[config.mk]
export PLATFORM = sky130hd
export DESIGN_NAME = booth_multiplier4
export DESIGN_NICKNAME = d
export VERILOG_FILES = /design/src/rtl/mult_pkg.sv /design/src/rtl/AdderSubtractor4bits.sv /design/src/rtl/booth_multiplier4.sv
export SDC_FILE = /design/constraint.sdc
export NUM_CORES = 1
export LEC_CHECK = 0
export CAP_MARGIN = 15
export CORE_ASPECT_RATIO = 1.1
export CORE_MARGIN = 2
export CORE_UTILIZATION = 52
export DETAILED_ROUTE_END_ITERATION = 10
export GPL_TIMING_DRIVEN = 1
export PLACE_DENSITY = 0.78
export SLEW_MARGIN = 20
export SYNTH_ARGS = -nofsm -noshare
export SYNTH_HDL_FRONTEND = slang
export SYNTH_SLANG_ARGS = --single-unit
[constraint.sdc]
create_clock -name clk -period 3 [get_ports clk]
set_input_delay 0.6 -clock clk [delete_from_list [all_inputs] [get_ports clk]]
set_output_delay 0.6 -clock clk [all_outputs]
set_load 0.02 [all_outputs]
[src/rtl/mult_pkg.sv]
// Shared encodings and widths for the sequential Booth multiplier.
package mult_pkg;
  typedef enum logic [1:0] {
    IDLE = 2'd0,
    CALC = 2'd1,
    DONE = 2'd2
  } state_e;

  localparam int          MULT_W   = 4;
  localparam int          PROD_W   = 8;
  localparam logic [2:0]  ITER_CNT = 3'd4;
endpackage

[src/rtl/AdderSubtractor4bits.sv]
// 4-bit two's-complement adder/subtractor: Sum = A + B (AddSub=0) or A - B (AddSub=1).
module AdderSubtractor4bits (
  input  logic [3:0] A,
  input  logic [3:0] B,
  input  logic       AddSub,
  output logic [3:0] Sum,
  output logic       Overflow,
  output logic       CarryOut
);
  logic [3:0] b_eff;
  logic [4:0] full;

  assign b_eff    = B ^ {4{AddSub}};
  assign full     = {1'b0, A} + {1'b0, b_eff} + {4'b0000, AddSub};
  assign Sum      = full[3:0];
  assign CarryOut = full[4];
  // Signed overflow: operands agree in sign but the result does not.
  assign Overflow = (A[3] == b_eff[3]) && (Sum[3] != A[3]);
endmodule

[src/rtl/booth_multiplier4.sv]
// Sequential signed 4x4 radix-2 Booth multiplier built around AdderSubtractor4bits.
// Optional zero flag on the product is enabled by defining MULT_ZERO_FLAG_EN.
module booth_multiplier4
  import mult_pkg::*;
(
  input  logic                     clk,
  input  logic                     rst,
  input  logic                     start,
  input  logic signed [MULT_W-1:0] a,
  input  logic signed [MULT_W-1:0] b,
  output logic                     busy,
  output logic                     done,
  output logic signed [PROD_W-1:0] product
`ifdef MULT_ZERO_FLAG_EN
  ,
  output logic                     zero
`endif
);
  state_e                    state_q;
  logic signed [MULT_W-1:0]  a_q, m_q;
  logic        [MULT_W-1:0]  q_q;
  logic                      q1_q;
  logic        [2:0]         cnt_q;
  logic                      busy_q, done_q;
  logic signed [PROD_W-1:0]  product_q;

  logic        [MULT_W-1:0]  b_op;
  logic                      add_sub;
  logic        [MULT_W-1:0]  sum;
  logic                      ovf;
  logic                      carry_unused;
  logic signed [MULT_W-1:0]  a_d;
  logic        [MULT_W-1:0]  q_d;
  logic        [2:0]         cnt_d;

  always_comb begin
    b_op    = '0;
    add_sub = 1'b0;
    unique case ({q_q[0], q1_q})
      2'b01:   b_op = m_q;
      2'b10: begin
        b_op    = m_q;
        add_sub = 1'b1;
      end
      default: ;
    endcase
  end

  AdderSubtractor4bits u_addsub (
    .A        (a_q),
    .B        (b_op),
    .AddSub   (add_sub),
    .Sum      (sum),
    .Overflow (ovf),
    .CarryOut (carry_unused)
  );

  // Sum[3]^Overflow is the true sign of the 5-bit result, so M = -8 shifts correctly.
  assign a_d   = {sum[3] ^ ovf, sum[3:1]};
  assign q_d   = {sum[0], q_q[3:1]};
  assign cnt_d = cnt_q - 3'd1;

  always_ff @(posedge clk) begin
    if (rst) begin
      state_q   <= IDLE;
      a_q       <= '0;
      m_q       <= '0;
      q_q       <= '0;
      q1_q      <= 1'b0;
      cnt_q     <= '0;
      busy_q    <= 1'b0;
      done_q    <= 1'b0;
      product_q <= '0;
`ifdef MULT_ZERO_FLAG_EN
      zero      <= 1'b1;
`endif
    end else begin
      unique case (state_q)
        IDLE: begin
          done_q <= 1'b0;
          if (start) begin
            m_q     <= a;
            q_q     <= b;
            a_q     <= '0;
            q1_q    <= 1'b0;
            cnt_q   <= ITER_CNT;
            busy_q  <= 1'b1;
            state_q <= CALC;
          end
        end
        CALC: begin
          a_q   <= a_d;
          q_q   <= q_d;
          q1_q  <= q_q[0];
          cnt_q <= cnt_d;
          if (cnt_d == 3'd0) begin
            state_q   <= DONE;
            busy_q    <= 1'b0;
            done_q    <= 1'b1;
            product_q <= {a_d, q_d};
`ifdef MULT_ZERO_FLAG_EN
            zero      <= ({a_d, q_d} == '0);
`endif
          end
        end
        DONE: begin
          done_q  <= 1'b0;
          state_q <= IDLE;
        end
        default: state_q <= IDLE;
      endcase
    end
  end

  assign busy    = busy_q;
  assign done    = done_q;
  assign product = product_q;
endmodule

Yosys cells after proc, flatten, opt, wreduce, memory -nomap -nowiden
Cells that the tools add are included.

Register bits: 28. Bits of input ports: 11. Output and inout port bits: 10. Logic and storage cells: 53.

Add/sub/neg operators: 3. Equal/unequal tests: 8. Mux-type cells: 18. Bitwise logic cells: 2. Reductions and logical operators: 13.

Operators with widths (count): 4-bit one-hot mux with 2 select lines (2); 4-bit 2-to-1 mux (3); 2-bit AND reduction (5); 1-bit one-hot mux with 2 select lines (3); 3-bit one-hot mux with 2 select lines (1); 1-bit 2-to-1 mux (5); 4-bit by 1-bit adder with 4-bit output (1); 4-bit adder (1); 2-bit by 1-bit == test with 1-bit output (second input constant) (2); 2-bit == test (second input constant) (2); 2-bit 2-to-1 mux (2); 2-bit != test (second input constant) (2); 2-bit one-hot mux with 2 select lines (1); 2-bit nonzero test (2); 2-bit OR reduction (2); 4-bit XOR (1); 3-bit logical NOT (1); 3-bit 2-to-1 mux (1); 3-bit AND reduction (1); 3-bit by 1-bit subtractor with 3-bit output (second input constant) (1); 2-bit logical NOT (1); 1-bit == test (1); 1-bit logical AND (1); 1-bit != test (1); 1-bit XOR (1).

Longest topological paths before layout
Word-level depth: 10. Mapped depth: 10. Depth with buffers taken out: 10.

Modules after synthesis
A second synthesis with hierarchy kept.

Cell total of the unflattened synthesis: 148. Area, all modules: 1363.8 µm².

By module, submodules not included: booth_multiplier4 (instances 1, cells each 130, area each 1169.9 µm², sequential area each 560.5 µm²); AdderSubtractor4bits (instances 1, cells each 18, area each 193.9 µm², sequential area each 0.0 µm²).

Least setup slack after synthesis
No wires, ideal clock.

Path type: reg-to-reg. Start point: reg q1_q. End point: reg a_q[2]. Setup time: 128 ps. Data arrival time: 2178 ps. Data required time: 2872 ps. Setup slack: 695 ps. Cell stages (with the launch flop): 11. Path buffers: 0. Period minus slack after synthesis: 2305 ps. Cells stage by stage: dfxtp_1 -> inv_1 -> ha_1 -> nand2b_1 -> xnor2_1 -> ha_1 -> nand2_1 -> o21ai_0 -> fa_1 -> a22oi_1 -> nor2_1.

Cells in the longest elaborated chain, start to end: 7. Elaborated cells between the ends (all ways): 9. Those cells by class: add/sub: 2; eq/ne: 2; mux: 3; bitwise: 1; reduce/logical: 1.

RTL lines: from (decl) (RTL line booth_multiplier4.sv:22) `logic q1_q;`; from (signal assigned) (RTL line booth_multiplier4.sv:94) `q1_q <= q_q[0];`; 2-bit == test or 2-bit by 1-bit == test with 1-bit output (tied branches) (RTL line booth_multiplier4.sv:39) `unique case ({q_q[0], q1_q})`; 2-bit OR reduction (no source line); 4-bit 2-to-1 mux (RTL line booth_multiplier4.sv:39); 4-bit XOR (RTL line AdderSubtractor4bits.sv:13) `assign b_eff = B ^ {4{AddSub}};`; 4-bit adder (RTL line AdderSubtractor4bits.sv:14) `assign full = {1'b0, A} + {1'b0, b_eff} + {4'b0000, AddSub};`; 4-bit by 1-bit adder with 4-bit output (*) (RTL line AdderSubtractor4bits.sv:14); via a_d[2] (RTL line booth_multiplier4.sv:32) `logic signed [MULT_W-1:0] a_d;`; 4-bit one-hot mux with 2 select lines (*) (RTL line booth_multiplier4.sv:78) `unique case (state_q)`; to (signal assigned) (RTL line booth_multiplier4.sv:66) `a_q <= '0;`; to (signal assigned) (RTL line booth_multiplier4.sv:84) `a_q <= '0;`; to (signal assigned) (RTL line booth_multiplier4.sv:92) `a_q <= a_d;`; to (decl) (RTL line booth_multiplier4.sv:20) `logic signed [MULT_W-1:0] a_q, m_q;`.

The timed path passes the listed nets; every way through them passes the cells marked *. A chain may end at the register's enable or synchronous reset.

Worst setup path in the final report
Ends and elaborated chain as after synthesis.

==> impl_metrics.toml <==
[finish]
fillers = 215
num-nets-final = 187
fin_cells = 199
drive_above_1_share = 0.0655
antenna_cells = 0
syn2layout_area_growth_pct = 20.8
layout_common_cells = "nor2_1, dfxtp_1, clkdlybuf4s50_1"

[critical_path]
arrival_ns = 2.74
cp_max_fo = 4
startpoint_type = "flop"
r2r-start = "q1_q"
r2r_cells = 10
critPathRequiredTime_ns = 3.25
r2r_setup_slack_ns = 0.51
end_kind = "flop"
reg2reg_to = "a_q[2]"
timing_worst_setup_path_type = "flop to flop"

[clock_network]
cts_buffers = 3
clock-sinks = 28
path_clk_slew_ns = 0.16
cts_resized = 0
cts_setup_buffers = 0
insertion_delay_ns = 0.33
cts_tree = "done"
cts_hold_buf = 0
h-tree-depth = 1
clock_path_buffers = 2
cts_root_buffer = "clkbuf_4"

[floorplan]
dieArea_um2 = 2920
core_um2 = 2450
rows = 19
fp.dieW_um = 51.7
chipHeight_um = 56.5
ios = 21
start_util = 0.532

[logic_synthesis]
yosysTopAreaCellShare = 0.430
yosys_register_bits = 28
syn_area_per_cell_um2 = 8.81
syn_area_um2 = 1300
syn_inst = 148
yosysUniqueCellTypes = 31
yosysWarnings = 0
synthTopCellsByArea = "dfxtp_1, nor2_1, a21oi_1"
yosysSeqAreaShare = 0.430
synth_top_area_cell = "dfxtp_1"
syn_nets = 166

[worst_hold_path]
min_path_type = "flop to flop"
hold_path_depth = 2
worst_hold_path.endpoint = "product[5]"
hp-start = "product[5]"

[sta]
slew_viol_final = 0
fmax_ghz = 0.401
finClkSkew_ns = 0.00367
timing.final.crit_share = 0.832
hold_viol = 0
setup-violations-final = 0
timing.slew.headroom = 0.586
worst-slew-pin-transition_ns = 0.620
setup_tns_ns = 0
finalWorstSetupSlack_ns = 0.505
fin_crit_ns = 2.49
rsz0062_at_grt = "false"

[placement]
finalWeightedCongestion = 0.865
hpwl_um = 2000
pre_cts_ws_ns = 0.523
port_buffers = 20
place_inst = 195

[pwr]
p_leak_nw = 0.586
powerDensity_nw_per_um2 = 522
peakVddDrop_mv = 0.403

[run_status]
status = "completed"

[drt]
first_iter_violations = 41
post_drt_wl_per_cell_um = 13.6
viasPerCell = 5.38
dr.pass1.iters = 4
wl_um = 2710
antenna_left = 0
remaining_drc_errors = 0
vias = 1070

[grt]
grt_remaining_overflow = 0
grt_max_degree = 17
grt_pass1_wl_um = 4730
antenna_found_initial = 0
grt_pass1_vias = 1074
globalRouteTotalUtil = 0.214

[job]
max_cap_viol_count = 0
metrics by stage:
| step | power [mW] | util | hold slack [ns] | instance area [µm²] |
|---|---|---|---|---|
| 6_report | 0.822 | 0.643 | 0.468 | 1580 |
| 5_1_grt | 0.864 | 0.643 | 0.499 | 1580 |
| 4_1_cts | 0.821 | 0.643 | 0.474 | 1580 |
| 3_5_place_dp | 0.576 | 0.622 | 0.454 | 1520 |
| 3_3_place_gp | 0.570 | 0.622 | 0.443 | 1520 |
| 2_1_floorplan | 0.529 | - | 0.445 | 1300 |
layout make-up:
type	count	area (µm²)	area share
Clock buffer	3	22.5	0.0143
Clock inverter	1	30.0	0.0191
Inverter	6	22.5	0.0143
Multi-Input combinational cell	108	686	0.435
Sequential cell	28	561	0.356
Tap cell	31	38.8	0.0246
Timing Repair Buffer	22	215	0.137
report_power, final:
part / switching [mW] / internal [mW]
registers: 0.0184 / 0.394
clock network: 0.118 / 0.135
logic: 0.0838 / 0.0722
cell families after synthesis:
kind of cell / Yosys count / share of synthesized area
mux: 5 / 0.0384
simple gates: 61 / 0.211
compound gates: 29 / 0.157
xor+xnor: 6 / 0.0403
fa+ha+maj: 7 / 0.0787
buf+inv: 12 / 0.0441
flops: 28 / 0.430
how the worst max path moves through the flow:
stage,end,cells after the start,slack [ns],from
CTS,a_q[2],10,0.51,q1_q
finish,a_q[2],10,0.51,q1_q
detailed placement,a_q[2],10,0.52,q1_q
floorplan,a_q[2],10,0.69,q1_q
global route,a_q[2],10,0.33,q1_q
global placement,a_q[2],10,0.63,q1_q
worst max-delay path: stages (launching register included):
cell and delay [ns]:
dfxtp_1 0.36, inv_1 0.04, ha_1 0.31, nand2b_1 0.17, xnor2_1 0.13, ha_1 0.34
nand2_1 0.09, o21ai_0 0.26, fa_1 0.49, a22oi_1 0.17, nor2_1 0.06
sequential cells by signal, summed over array words and instances (netlist names):
register	flops
a_q	4
product	8
cnt_q	3
busy	1
m_q	4
q1_q	1
state_q	2
done	1
q_q	4
cells in the mapped netlist:
cell      count
dfxtp_1      28
nor2_1       28
a21oi_1      14
nand2_1      14
inv_1         6
xnor2_1       6
ha_1          5
mux2i_1       5
nor2b_1       5
nor3_1        5
nand2b_1      4
a22oi_1       3
a211oi_2      2
a311oi_1      2
clkbuf_1      2
fa_1          2
o211ai_1      2
or3_1         2
a222oi_1      1
and3_1        1
buf_1         1
buf_2         1
buf_4         1
buf_6         1
nand3_1       1
nor3b_2       1
o21a_1        1
o21ai_0       1
o21ba_2       1
o21bai_2      1
o41a_1        1
per-layer routing:
metal,track usage,routed length (µm),vias up
met5,0,0,-
met4,0.0865,61,0
met3,0.0319,84,7
met2,0.339,1300,24
met1,0.290,1260,497
li1,-,-,542
Power figures use the tool's default switching activity.
